--- src/rtl/si7021_i2c_responder.sv ---
// si7021_i2c_responder
//   I2C target emulating a Si7021 temperature sensor. It answers address
//   I2C_ADDR and accepts two commands: 0xF3 (measure, no-hold) and 0xFE
//   (soft reset). While a simulated conversion is pending, or when no result
//   exists yet, a read address is NAKed. When a result is ready, a read
//   returns MSB, LSB and a check byte, followed by 0xFF for as long as the
//   master keeps ACKing.
//
//   Optional feature macro: SI7021_RESP_CRC_EN
//     defined   : the check byte is CRC-8 (poly 0x31, init 0x00) over MSB
//                 then LSB, computed when temp_code is latched.
//     undefined : the check byte is the constant 0x00 and no CRC logic exists.
//
// Parameters
//   I2C_ADDR     7-bit target address
//   CONV_CYCLES  clk cycles of simulated conversion time after 0xF3
//
// Ports
//   clk        in   system clock
//   rst        in   asynchronous, active-high reset
//   scl        in   I2C clock from master (asynchronous)
//   sda_i      in   SDA as seen on the pad (asynchronous)
//   sda_oe     out  1 = pull SDA low, 0 = release
//   temp_code  in   raw temperature code, latched when 0xF3 is ACKed
//   soft_rst   out  1-cycle pulse when 0xFE is ACKed
//   conv_busy  out  high while the simulated conversion runs
//   read_done  out  1-cycle pulse at the ACK/NAK clock of the check byte

module si7021_i2c_responder #(
  parameter logic [6:0] I2C_ADDR    = 7'h40,
  parameter int         CONV_CYCLES = 700_000
) (
  input  logic        clk,
  input  logic        rst,
  input  logic        scl,
  input  logic        sda_i,
  output logic        sda_oe,
  input  logic [15:0] temp_code,
  output logic        soft_rst,
  output logic        conv_busy,
  output logic        read_done
);

  localparam int CNT_W = (CONV_CYCLES > 1) ? $clog2(CONV_CYCLES) : 1;
  localparam logic [CNT_W-1:0] CNT_LOAD = CNT_W'(CONV_CYCLES - 1);

  localparam logic [7:0] CMD_MEASURE = 8'hF3;
  localparam logic [7:0] CMD_SOFTRST = 8'hFE;

  typedef enum logic [2:0] {
    IDLE, ADDR, ADDR_ACK, CMD, CMD_ACK, TX_BYTE, TX_ACK, IGNORE
  } state_t;

  state_t           state;
  logic [2:0]       bit_cnt;
  logic [1:0]       byte_idx;     // 0: MSB on wire, 1: LSB, 2: CHK, 3: 0xFF fill
  logic             rd_xfer;
  logic             cmd_acked;
  logic             result_valid;
  logic [CNT_W-1:0] conv_cnt;

  logic scl_p0, scl_p1, scl_p2;
  logic sda_p0, sda_p1, sda_p2;

  logic [7:0] rx_shift;
  logic [7:0] tx_shift;
  logic [7:0] msb_r;
  logic [7:0] lsb_r;
  logic [7:0] chk_byte;

`ifdef SI7021_RESP_CRC_EN
  logic [7:0] chk_r;

  // Bitwise CRC-8, poly x^8+x^5+x^4+1, init 0x00, MSB first, no final XOR.
  function automatic logic [7:0] crc8(input logic [15:0] data);
    logic [7:0] c;
    logic       fb;
    c = 8'h00;
    for (int i = 15; i >= 0; i--) begin
      fb = c[7] ^ data[i];
      c  = {c[6:0], 1'b0} ^ (fb ? 8'h31 : 8'h00);
    end
    return c;
  endfunction

  assign chk_byte = chk_r;
`else
  assign chk_byte = 8'h00;
`endif

  // Edge and bus-condition decode on the synchronised (p1) and delayed (p2) copies.
  logic scl_rise, scl_fall, bus_start, bus_stop;
  logic [7:0] rx_byte;
  logic addr_match, rd_ok;

  assign scl_rise   = scl_p1 & ~scl_p2;
  assign scl_fall   = ~scl_p1 & scl_p2;
  assign bus_start  = scl_p1 & scl_p2 & sda_p2 & ~sda_p1;
  assign bus_stop   = scl_p1 & scl_p2 & ~sda_p2 & sda_p1;
  assign rx_byte    = {rx_shift[6:0], sda_p1};
  assign addr_match = (rx_byte[7:1] == I2C_ADDR);
  assign rd_ok      = result_valid & ~conv_busy;

  // Control: synchronisers, FSM, conversion timer and registered outputs.
  always_ff @(posedge clk or posedge rst) begin
    if (rst) begin
      scl_p0       <= 1'b1;
      scl_p1       <= 1'b1;
      scl_p2       <= 1'b1;
      sda_p0       <= 1'b1;
      sda_p1       <= 1'b1;
      sda_p2       <= 1'b1;
      state        <= IDLE;
      bit_cnt      <= '0;
      byte_idx     <= '0;
      rd_xfer      <= 1'b0;
      cmd_acked    <= 1'b0;
      result_valid <= 1'b0;
      conv_cnt     <= '0;
      conv_busy    <= 1'b0;
      sda_oe       <= 1'b0;
      soft_rst     <= 1'b0;
      read_done    <= 1'b0;
    end else begin
      // Stage p0 -> p1: two-flop synchronisers; p1 -> p2: edge-detect delay.
      scl_p0 <= scl;
      scl_p1 <= scl_p0;
      scl_p2 <= scl_p1;
      sda_p0 <= sda_i;
      sda_p1 <= sda_p0;
      sda_p2 <= sda_p1;

      soft_rst  <= 1'b0;
      read_done <= 1'b0;

      // Conversion timer; command handling below may override it.
      if (conv_busy) begin
        if (conv_cnt == '0) begin
          conv_busy    <= 1'b0;
          result_valid <= 1'b1;
        end else begin
          conv_cnt <= conv_cnt - 1'b1;
        end
      end

      if (bus_start) begin
        state   <= ADDR;
        bit_cnt <= '0;
        sda_oe  <= 1'b0;
      end else if (bus_stop) begin
        state  <= IDLE;
        sda_oe <= 1'b0;
      end else if (scl_rise) begin
        case (state)
          ADDR: begin
            bit_cnt <= bit_cnt + 3'd1;
            if (bit_cnt == 3'd7) begin
              bit_cnt <= '0;
              if (addr_match && !rx_byte[0]) begin
                state   <= ADDR_ACK;
                rd_xfer <= 1'b0;
              end else if (addr_match && rd_ok) begin
                state    <= ADDR_ACK;
                rd_xfer  <= 1'b1;
                byte_idx <= '0;
              end else begin
                state <= IGNORE;
              end
            end
          end
          ADDR_ACK: begin
            state     <= rd_xfer ? TX_BYTE : CMD;
            bit_cnt   <= '0;
            cmd_acked <= 1'b0;
          end
          CMD: begin
            bit_cnt <= bit_cnt + 3'd1;
            if (bit_cnt == 3'd7) begin
              bit_cnt <= '0;
              if (!cmd_acked && (rx_byte == CMD_MEASURE || rx_byte == CMD_SOFTRST))
                state <= CMD_ACK;
              else
                state <= IGNORE;
            end
          end
          CMD_ACK: begin
            // The ACK clock: the command is now accepted.
            state     <= CMD;
            cmd_acked <= 1'b1;
            if (rx_shift == CMD_MEASURE) begin
              conv_busy    <= 1'b1;
              conv_cnt     <= CNT_LOAD;
              result_valid <= 1'b0;
            end else begin
              soft_rst     <= 1'b1;
              conv_busy    <= 1'b0;
              result_valid <= 1'b0;
            end
          end
          TX_BYTE: begin
            bit_cnt <= bit_cnt + 3'd1;
            if (bit_cnt == 3'd7) begin
              bit_cnt <= '0;
              state   <= TX_ACK;
            end
          end
          TX_ACK: begin
            if (byte_idx == 2'd2)
              read_done <= 1'b1;
            if (!sda_p1) begin
              state <= TX_BYTE;
              if (byte_idx != 2'd3)
                byte_idx <= byte_idx + 2'd1;
            end else begin
              state <= IGNORE;
            end
          end
          default: ;
        endcase
      end else if (scl_fall) begin
        // SDA only ever changes while SCL is low.
        case (state)
          ADDR_ACK, CMD_ACK: sda_oe <= 1'b1;
          TX_BYTE:           sda_oe <= ~tx_shift[7];
          default:           sda_oe <= 1'b0;
        endcase
      end
    end
  end

  // Data path: shift registers and latched result, no reset needed.
  always_ff @(posedge clk) begin
    if (scl_rise) begin
      case (state)
        ADDR: begin
          rx_shift <= rx_byte;
          if (bit_cnt == 3'd7)
            tx_shift <= msb_r;
        end
        CMD:     rx_shift <= rx_byte;
        CMD_ACK: begin
          if (rx_shift == CMD_MEASURE) begin
            msb_r <= temp_code[15:8];
            lsb_r <= temp_code[7:0] & 8'hFC;
`ifdef SI7021_RESP_CRC_EN
            chk_r <= crc8({temp_code[15:8], temp_code[7:0] & 8'hFC});
`endif
          end
        end
        TX_BYTE: tx_shift <= {tx_shift[6:0], 1'b1};
        TX_ACK: begin
          case (byte_idx)
            2'd0:    tx_shift <= lsb_r;
            2'd1:    tx_shift <= chk_byte;
            default: tx_shift <= 8'hFF;
          endcase
        end
        default: ;
      endcase
    end
  end

endmodule
--- config.mk ---
export PLATFORM = sky130hd
export DESIGN_NAME = si7021_i2c_responder
export DESIGN_NICKNAME = d
export VERILOG_FILES = /design/src/rtl/si7021_i2c_responder.sv
export SDC_FILE = /design/constraint.sdc
export NUM_CORES = 1
export LEC_CHECK = 0
export CAP_MARGIN = 20
export CORE_MARGIN = 10
export CORE_UTILIZATION = 63
export CTS_CLUSTER_SIZE = 30
export DETAILED_ROUTE_END_ITERATION = 16
export PLACE_DENSITY = 0.86
export SYNTH_ARGS = -nofsm -noshare
export SYNTH_HDL_FRONTEND = slang
export SYNTH_SLANG_ARGS = --single-unit
export TNS_END_PERCENT = 20
--- constraint.sdc ---
create_clock -name clk -period 3.4 [get_ports clk]
set_input_delay 0.68 -clock clk [delete_from_list [all_inputs] [get_ports clk]]
set_output_delay 0.68 -clock clk [all_outputs]
set_load 0.02 [all_outputs]
Word level (Yosys, flattened, before mapping)
Cells that the tools add are included.
Cells by class
  add/sub/neg operators: 3
  $mul: 0
  div/mod/pow operators: 0
  $lt $le $gt $ge: 0
  equal/unequal tests: 24
  shifts and indexed selects: 0
  muxes and demuxes: 64
  bitwise operators: 16
  reductions and logical operators: 29
Operators with widths (number)
  two-way mux 20 bit: 7
  two-way mux 3 bit: 13
  two-way mux 1 bit: 29
  == test 8 bit (second input constant): 3
  one-hot mux 8 bit (3 select lines): 1
  logical NOT 20 bit: 1
  subtractor 20 x 1 -> 20 bit (second input constant): 1
  one-hot mux 3 bit (6 select lines): 1
  one-hot mux 8 bit (2 select lines): 1
  two-way mux 2 bit: 7
  != test 2 bit (second input constant): 7
  == test 3 bit (second input constant): 4
  != test 4 bit (second input constant): 3
  nonzero test 3 bit: 4
  AND reduction 3 bit: 3
  AND reduction 9 bit: 1
  bitwise AND 1 bit: 8
  two-way mux 8 bit: 1
  inverter 1 bit: 8
  nonzero test 2 bit: 4
  nonzero test 8 bit: 1
  == test 7 bit (second input constant): 1
  == test 3 x 2 -> 1 bit (second input constant): 2
  one-hot mux 3 bit (2 select lines): 1
  18 further kinds: 24
Storage, ports and cells
  bits in registers: 71
  latch bits: 0
  memory bits (writable): 0
  memory bits (read-only): 0
  input port bits: 20
  output and inout port bits: 4
  word-level logic and storage cells: 157
  memories kept: 0

Longest topological paths before layout
Gate-level depths: netlist of the first run.
  word-level depth: 10
  depth in mapped cells: 6
  mapped depth without buffers: 6

Least setup slack after synthesis of the first run
No wires, ideal clock.
  path kind: reg2reg
  start point: register state[0]
  end point: register rx_shift[0], enable pin
  setup time: 0.383 ns
  arrival time: 1.561 ns
  data required time: 3.017 ns
  setup slack: 1.456 ns
  cell stages (with the launch flop): 5
  cell sequence: dfrtp_1 clkbuf_1 inv_1 clkbuf_1 nor3_1
Between the ends
  longest elaborated chain between the ends: 3
  elaborated cells between the ends (all ways): 4
RTL lines
  from (decl): line 54  | state_t state;
  from (signal assigned): line 172  | state <= rd_xfer ? TX_BYTE : CMD;
  == test 3 x 1 -> 1 bit or == test 3 x 2 -> 1 bit (tied branches): line 234  | case (state)
  OR reduction 2 bit (no source line) *
  AND reduction 2 bit (no source line) *
  to (signal assigned): line 236  | rx_shift <= rx_byte;
  to (signal assigned): line 240  | CMD: rx_shift <= rx_byte;
  to (decl): line 65  | logic [7:0] rx_shift;
Mark *: on every way between the ends. The rest lies on a longest branch, timed or not.
A chain may end at the register's enable or synchronous reset.

Worst setup path in the final report of the first run
  start point: register state[1]
  end point: register msb_r[5], enable pin
Between the ends
  longest elaborated chain between the ends: 2
RTL lines
  == test 3 bit: line 234
  AND reduction 3 bit (no source line)
  to (signal assigned): line 243  | msb_r <= temp_code[15:8];
  to (decl): line 67  | logic [7:0] msb_r;
Every way passes these cells.

==> impl_results.md, run 1 <==
- Antenna cells: 0
- Delay-heaviest family, CP: simple AND/OR/NAND/NOR gates
- Avg Synthesized Cell Area: 11.1 µm²
- Fin. Hold Viols: 0
- Synthesis Warnings: 0
- Setup violators final: 0
- Max Fclk: 417 MHz
- Max stage delay on crit path: around 0.69 ns
- Crit. End Element: flip-flop
- Area Overhead vs Synth: 11.9%
- Required time of the critical path: 3.42 ns
- Register area share after synthesis: 52.5%
- Post-CTS setup buffer count: 0
- Die area: between 9000 and 10000 µm²
- CP Data Arrival Time: 2.42 ns
- Leakage: 1.57 nW
- Run status: complete, no violations
- Tmin final: roughly 2.4 ns
- Core ar.: 5570 µm²
- P_sw: 0.688 mW
- CP cell instances: or2_2 > nor3_2 > buf_4 > nand2_1 > clkinv_2
- Number of global-route vias before repair: approximately 2800
- Post-CTS Resized: 0
- Final Util: 73.9%
- Drt first pass iters: 5
- Post-synth EDFFs: 30
- Clock skew: 0.00855 ns
- Post-route ant nets: 0
- Largest net degree at the start of global routing: 42
- Initial core utilization: about two thirds
- Initial antenna violation count: 0
- #FFs+latches synth: 71
- PD cells: 547 nW/µm²
- Final RePlAce weighted congestion: 0.864
- Distinct cells, synth: 66
- Synth Instances: ~330
- Bufs and invs on worst path: 2
- Top FF cell, synth: dfrtp_1
- Sequential share of power: 49.4%
- Commonest cells post-synth: dfrtp_1 (35), edfxtp_1 (30), a21oi_1 (29), nor2_1 (17), o21ai_0 (16)
- CP startpoint kind: flip-flop
- Via density per instance: around 6.4
- CTS HTree Levels: 3
- Top post-synthesis cells by area: edfxtp_1 (24%), dfrtp_1 (24%), dfstp_2 (4.3%)
- Clock Path Buffers: 2
- Routed WL: 8010 µm
- Input/output buffers: 21
- Fillers: 390
- Relative slew slack: 45.5%
- Clock latency on the worst-skew pair: 0.35 ns
- All-layer global routing usage: 18.3%
- Hold-fix buffers, CTS: 0
- First-pass GRT wire length: between 10000 and 15000 µm
- Clk root buf: clkbuf_8
- DRT iter0 DRCs: 193
- Maxcap violations: 0
- Crit path max-delay cell type: dfrtp_1
- Switching share of power: 30.6%
- Fin crit share: 70.5%
- Clock sink total: 71
- Internal power: 1.56 mW
- Synth top area share: 24.5%
- Layout cell share with drive strength beyond 1: 10.2%
- Synthesized cell area: around 3700 µm²
- Syn Nets: 360
- # IOs: 24
- Critical path type: reg -> reg
- Logic pwr share: 18.9%
- Clock share of power: 31.6%
- CP max FO: 28
- HP Class: reg -> reg
- DRC Markers: 0
- Layout Nets: 377
- Async SR Flop Fraction: between 50 and 60%
- RSZ-0062 raised after global routing: no
- Wire per inst: 18.8 µm
- Slew Limit Fails: 0
- Number of buffers created by CTS: 9
- Hpwl dp: 5580 µm
- CTS tree: yes
- Die Wd: just under 100 µm
- Vias post-DR: 2742
- Std cell rows: 27
- Grt total ovfl: 0
- Top-count cell post-synth: dfrtp_1
- Worst ir drop on vdd: 328 µV
- Slew @ Worst Pin: 0.818 ns
- Clock-pin slew on the worst setup and hold paths: 0.07 ns
- Die Ht: about 96 µm
- Total negative slack: 0 ns
- Synth area leader: edfxtp_1
-- power by group through the flow --
stage	sequential [mW]	combinational, mW	clock [mW]
final	1.11	0.426	0.713
after floorplan	1.03	0.390	0
after global placement	1.12	0.394	0
after global routing	1.13	0.471	0.750
after CTS	1.11	0.421	0.720
after detailed placement	1.13	0.418	0
-- sequential cells by signal, indices dropped and copies added (netlist names), 2 cells and up --
register and cells:
bit_cnt 3, byte_idx 2, conv_cnt 20, lsb_r 6, msb_r 8, rx_shift 8, state 3, tx_shift 8
-- layer usage --
metal	global-route usage (%)	part of all wire [%]	vias up
met5	0	0	-
met4	9.32	2.4	0
met3	3.24	4.9	21
met2	30.2	51	89
met1	22.5	41	1330
li1	-	-	1302
-- cell usage in the layout, fill, tap and decap left out, types with 11 or more instances in the layout --
cell type,instances
clkdlybuf4s50_1,21
a22oi_1,13
edfxtp_1,30
mux2i_1,14
nor3_1,11
nand2_1,14
nor2_1,17
dfrtp_1,35
a21oi_1,29
o21ai_0,16
-- per-stage QoR --
stage	instance area [µm²]	power (mW)	std cells	worst slack, ns	hold slack (ns)
final	4120	2.25	426	1.00	0.356
after floorplan	3680	1.42	332	1.46	0.345
after detailed placement	3910	1.54	410	1.07	0.347
after global placement	3910	1.51	410	1.10	0.346
after CTS	4120	2.25	426	1.06	0.357
after global routing	4120	2.35	426	0.865	0.367
-- final cells by class --
class / instances / area [µm²] / share of cell area [%]
clock buffers: 11 / 131 / 3.19
clock inverters: 5 / 73.8 / 1.79
well taps: 72 / 90.1 / 2.19
flip-flops and latches: 71 / 1930 / 47.0
multi-input cells: 232 / 1610 / 39.1
inverters: 10 / 38.8 / 0.942
repair buffers: 25 / 240 / 5.83
-- kinds of logic (layout without fill, tap and decap cells) --
group           after synthesis  count (layout)  synth area share (%)
compound gates              106             106                  19.4
xor+xnor                      1               1                 0.238
fa+ha+maj                     8               8                  2.72
buf+inv                      29              51                  3.84
flops                        71              71                  52.5
mux                          15              15                  4.11
simple gates                102             102                  17.1
-- path summary, 6_finish.rpt --
| check | start | end | slack, ns | depth (start not counted) |
|---|---|---|---|---|
| max in group asynchronous | rst | scl_p2 | 2.27 | 3 |
| max reg2reg | state[1] | msb_r[5] | 1.00 | 5 |
| min reg2reg | scl_p0 | scl_p1 | 0.36 | 0 |
| min in group asynchronous | rst | cmd_acked | 0.77 | 3 |
| max | state[1] | msb_r[5] | 1.00 | 5 |
| min | scl_p0 | scl_p1 | 0.36 | 0 |
Note: power is estimated with default switching activity, not from simulation.
==> run 2, diff against run 1 <==
Settings changed: CORE_UTILIZATION 63 to 53, PLACE_DENSITY 0.86 to 0.78.
Clock period 3.4 ns to 2.2 ns, I/O delays scaled along.
==> run 2 against run 1 <==
  * Setup slack worse by 0.83 ns
  * Flip-flop and latch count stayed put
  * Count of clock-buffer cells in the layout is 2 lower
==> impl_results.md, run 2 (synthesized netlist as in run 1, its figures left out) <==
- Post-CTS setup buffer count: 0
- Initial core utilization: 54.5%
- Required time of the critical path: 2.45 ns
- Clock Path Buffers: 2
- Largest net degree at the start of global routing: 42
- Sequential cell area: between 1500 and 2000 µm²
- CP cell instances: ha_1 > ha_1 > nor4bb_1 > a21oi_1 > a311o_1 > mux2_1
- Routed WL: roughly 7600 µm
- Relative slew slack: 62.3%
- Slew @ Worst Pin: 0.562 ns
- Core ar.: 6760 µm²
- Multi-input logic area: 1610 µm²
- Clk root buf: clkbuf_8
- Crit path max-delay cell type: dfrtp_1
- Overall power: 3.42 mW
- Antenna cells: 0
- Fillers: 544
- Most flop-heavy register: conv_cnt
- DRC Markers: 0
- Layout cell share with drive strength beyond 1: 14.9%
- First-pass GRT wire length: around 13000 µm
- Initial antenna violation count: 0
- HP Class: reg -> reg
- Vias post-DR: roughly 2800
- Wire per inst: 16.8 µm
- Clock sink total: just over 70
- Die area: 10700 µm²
- CP max FO: 5
- Total negative slack: 0 ns
- Post-route ant nets: 0
- Number of global-route vias before repair: 2719
- Critical path type: reg -> reg
- Crit. End Element: flip-flop
- CP startpoint kind: flip-flop
- # IOs: 24
- Maxcap violations: 0
- CTS HTree Levels: 3
- Most frequent cells in the layout: dfrtp_1 (35), edfxtp_1 (30), a21oi_1 (29)
- Final Util: between 60 and 70%
- Leakage: about 1.6 nW
- Std cell rows: 30
- Hpwl dp: 5560 µm
- CP Data Arrival Time: between 2 and 2.5 ns
- DRT iter0 DRCs: between 100 and 150
- PD cells: 809 nW/µm²
- Number of buffers created by CTS: 9
- Input/output buffers: 21
- Clock skew: roughly 0.013 ns
- Max stage delay on crit path: 0.38 ns
- Commonest non-fill, non-tap cell in the layout: dfrtp_1
- Clock latency on the worst-skew pair: 0.36 ns
- Worst ir drop on vdd: 304 µV
- Max Fclk: between 400 and 500 MHz
- Hold-fix buffers, CTS: 0
- CTS tree: yes
- Setup violators final: 0
- Final RePlAce weighted congestion: around 0.86
- Post-CTS Resized: 0
- Largest register FFs: 20
- Area Overhead vs Synth: 15.0%
- Slew Limit Fails: 0
- Fin crit share: 92.2%
- Die Ht: about 100 µm
- All-layer global routing usage: 15.4%
- Fin. Hold Viols: 0
- Die Wd: 103 µm
- Crit path top cell by count: ha_1
- Tmin final: about 2.0 ns
- Layout Nets: ~390
- Drt first pass iters: 4
- Run status: complete, no violations
- Via density per instance: roughly 6.2
- Grt total ovfl: 0
- Clock-pin slew on the worst setup and hold paths: 0.08 ns
- RSZ-0062 raised after global routing: no
==> run 2: changes by cell type in the layout (fill, tap and decap cells not counted), sizes merged <==
| cell | change |
|---|---|
| buf | +16 |
| bufinv | -2 |
| clkbuf | -2 |
| clkinv | -2 |
| clkinvlp | +2 |
| inv | +4 |
==> run 2: critical path: cells and delay by family (launching register included) <==
family,cells,cell delay (ns)
AND/OR/NAND/NOR,1,0.38
AO/OA/AOI/OAI,2,0.46
adder cells (fa/ha/maj),2,0.39
flip-flops,1,0.38
multiplexers,1,0.32
==> run 2: where the power goes <==
part / internal [mW] / switching, mW
Sequential: 1.52 / 0.0957
Combinational: 0.337 / 0.478
Clock: 0.434 / 0.561
==> run 2: per-stage QoR <==
step | cells | instance area [µm²] | hold slack, ns | setup slack [ns]
3_5_place_dp | 434 | 4040 | 0.347 | 0.193
3_3_place_gp | 434 | 4040 | 0.347 | 0.239
2_1_floorplan | 332 | 3680 | 0.345 | 0.256
6_report | 450 | 4230 | 0.357 | 0.172
4_1_cts | 450 | 4230 | 0.359 | 0.186
5_1_grt | 450 | 4230 | 0.361 | 0.0231
==> run 2: layout make-up <==
type                    count  share of cell area (%)
repair buffers             41                    8.52
clock inverters             7                    1.51
well taps                  80                    2.37
multi-input cells         232                    38.1
clock buffers               9                    2.93
inverters                  10                   0.917
flip-flops and latches     71                    45.7
==> run 2: routing by layer <==
layer	GRT usage [%]	vias up	routed length [µm]
met3	2.52	11	268
li1	-	1339	-
met5	0	-	0
met1	19.5	1371	3320
met2	25.1	54	3840
met4	7.27	0	142
==> run 2: path summary, 6_finish.rpt <==
check	from	end	slack, ns	cells past startpoint
hold / removal	scl_p0	scl_p1	0.36	0
setup reg to reg	bit_cnt[0]	byte_idx[0]	0.17	6
min in group asynchronous	rst	conv_cnt[0]	0.52	3
setup / recovery	bit_cnt[0]	byte_idx[0]	0.17	6
hold reg to reg	scl_p0	scl_p1	0.36	0
max in group asynchronous	rst	sda_p2	1.30	3
==> run 3, diff against run 2 <==
Settings changed: GPL_TIMING_DRIVEN from default to 0.
==> run 3 against run 2 <==
  * Critical path depth unchanged
  * Largest cell class unchanged
  * Global-route usage increased by 1.1 points
  * Clock skew decreased by 0.0044 ns
  * Critical path type unchanged
  * Cell area increased by 0.18%
  * Combinational power increased by 5.5%
  * Sequential power about the same
  * Register-to-register slack got worse by 0.09 ns
  * Total power increased by 5.5%
==> impl_results.md, run 3 (synthesized netlist as in run 1, its figures left out) <==
- Hpwl dp: 5750 µm
- Initial core utilization: 54.5%
- All-layer global routing usage: 16.5%
- # IOs: 24
- Crit path top cell by count: ha_1
- Area Overhead vs Synth: 15.2%
- Largest register FFs: 20
- Clock skew: 0.00869 ns
- RSZ-0062 raised after global routing: yes
- Std cell rows: 30
- Drt first pass iters: 4
- Hold WS: 0.358 ns
- CP max FO: 5
- Worst ir drop on vdd: about 420 µV
- Wire per inst: 18.1 µm
- Final RePlAce weighted congestion: 0.919
- Clock Path Buffers: 2
- PD cells: 852 nW/µm²
- Layout Nets: between 300 and 400
- Required time of the critical path: around 2.4 ns
- Number of buffers created by CTS: 9
- Maxcap violations: 0
- Via density per instance: about 6.2
- Vias post-DR: 2766
- Slew @ Worst Pin: 0.876 ns
- Internal power: 2.47 mW
- Crit path max-delay cell type: nor4bb_1
- P_sw: 1.14 mW
- Clock share of power: 32.3%
- Fin crit share: 96.4%
- Clock sink total: 71
- Setup violators final: 0
- Sequential share of power: 43.9%
- First-pass GRT wire length: 13700 µm
- CTS HTree Levels: 3
- Commonest non-fill, non-tap cell in the layout: dfrtp_1
- Slew Limit Fails: 0
- Post-CTS setup buffer count: 0
- Relative slew slack: ~42%
- Logic pwr share: 23.8%
- CP cell instances: ha_1 > ha_1 > nor4bb_1 > a21oi_1 > a311o_1 > mux2_1
- DRC Markers: 0
- Grt total ovfl: 0
- Leakage: 1.62 nW
- Tmin final: between 2 and 2.5 ns
- Clock-pin slew on the worst setup and hold paths: approximately 0.080 ns
- Routed WL: roughly 8100 µm
- Clk root buf: clkbuf_8
- Most frequent cells in the layout: dfrtp_1 (35), edfxtp_1 (30), a21oi_1 (29)
- Fin. Hold Viols: 0
- Post-route ant nets: 0
- Crit. End Element: flip-flop
- Number of global-route vias before repair: between 2000 and 3000
- Critical path type: reg -> reg
- Die area: ~11000 µm²
- Most flop-heavy register: conv_cnt
- Die Ht: around 100 µm
- DRT iter0 DRCs: 151
- Run status: complete, no violations
- Layout cell share with drive strength beyond 1: 12.7%
- CTS tree: yes
- Max stage delay on crit path: 0.45 ns
- HP Class: reg -> reg
- Total negative slack: 0 ns
- Largest net degree at the start of global routing: 42
- Switching share of power: 31.5%
- CP Data Arrival Time: 2.36 ns
- Die Wd: 103 µm
- Max Fclk: ~470 MHz
- Antenna cells: 0
- Clock latency on the worst-skew pair: approximately 0.36 ns
- Bufs and invs on worst path: 0
- Core ar.: about 6800 µm²
- Initial antenna violation count: 0
- Input/output buffers: 21
- Delay-heaviest family, CP: simple AND/OR/NAND/NOR gates
- CP startpoint kind: flip-flop
[run 3: cell types whose count changed in the layout (fill, tap and decap cells not counted), sizes merged]
cell      change
clkinvlp      -2
bufinv        +2
buf          -14
inv           -3
clkbuf       +13
clkinv        +3
[run 3: area by class of cell]
type / instances / area [µm²]
Buffer: 19 / 106
Clock buffer: 9 / 124
Clock inverter: 7 / 96.3
Fill cell: 543 / 2520
Inverter: 10 / 38.8
Multi-Input combinational cell: 232 / 1630
Sequential cell: 71 / 1930
Tap cell: 80 / 100
Timing Repair Buffer: 21 / 210
[run 3: metrics by stage]
stage                     setup WS [ns]  utilization, %  cell area, µm²  instances  power (mW)
after global routing             -0.105            62.7            4240        449        3.80
after global placement           -0.209            59.1            3990        433        2.41
after floorplan                   0.256               -            3680        332        2.20
after detailed placement         -0.270            59.1            3990        433        2.44
final                            0.0803            62.7            4240        449        3.61
after CTS                        0.0513            62.5            4220        449        3.61
[run 3: final timing paths]
| kind | start | end | slack, ns | cells after the start |
|---|---|---|---|---|
| max | bit_cnt[0] | byte_idx[0] | 0.08 | 6 |
| min | scl_p0 | scl_p1 | 0.36 | 0 |
| max reg2reg | bit_cnt[0] | byte_idx[0] | 0.08 | 6 |
| min reg2reg | scl_p0 | scl_p1 | 0.36 | 0 |
| max in group asynchronous | rst | result_valid | 1.07 | 2 |
| min in group asynchronous | rst | cmd_acked | 0.59 | 2 |
[run 3: worst reg2reg max path: stages, from the launching register on]
cell      delay (ns)
dfrtp_1         0.38
ha_1            0.17
ha_1            0.24
nor4bb_1        0.45
a21oi_1         0.07
a311o_1         0.38
mux2_1          0.32
[run 3: repair_timing]
action | CTS | global route
hold buffers | 0 | 0
endpoints found under the setup margin | 30 | 39
resized for setup | 3 | 6
[run 3: metal layers]
metal	GRT usage [%]	part of all wire (%)
met3	3.92	4.2
met4	6.74	1.4
met2	27.5	51
met5	0	0
met1	20.1	43
[run 3: power by group through the flow]
| stage | registers [mW] | clock network (mW) | logic [mW] |
|---|---|---|---|
| after CTS | 1.58 | 1.19 | 0.838 |
| after detailed placement | 1.61 | 0 | 0.828 |
| final | 1.59 | 1.17 | 0.861 |
| after floorplan | 1.60 | 0 | 0.603 |
| after global placement | 1.61 | 0 | 0.804 |
| after global routing | 1.60 | 1.25 | 0.958 |
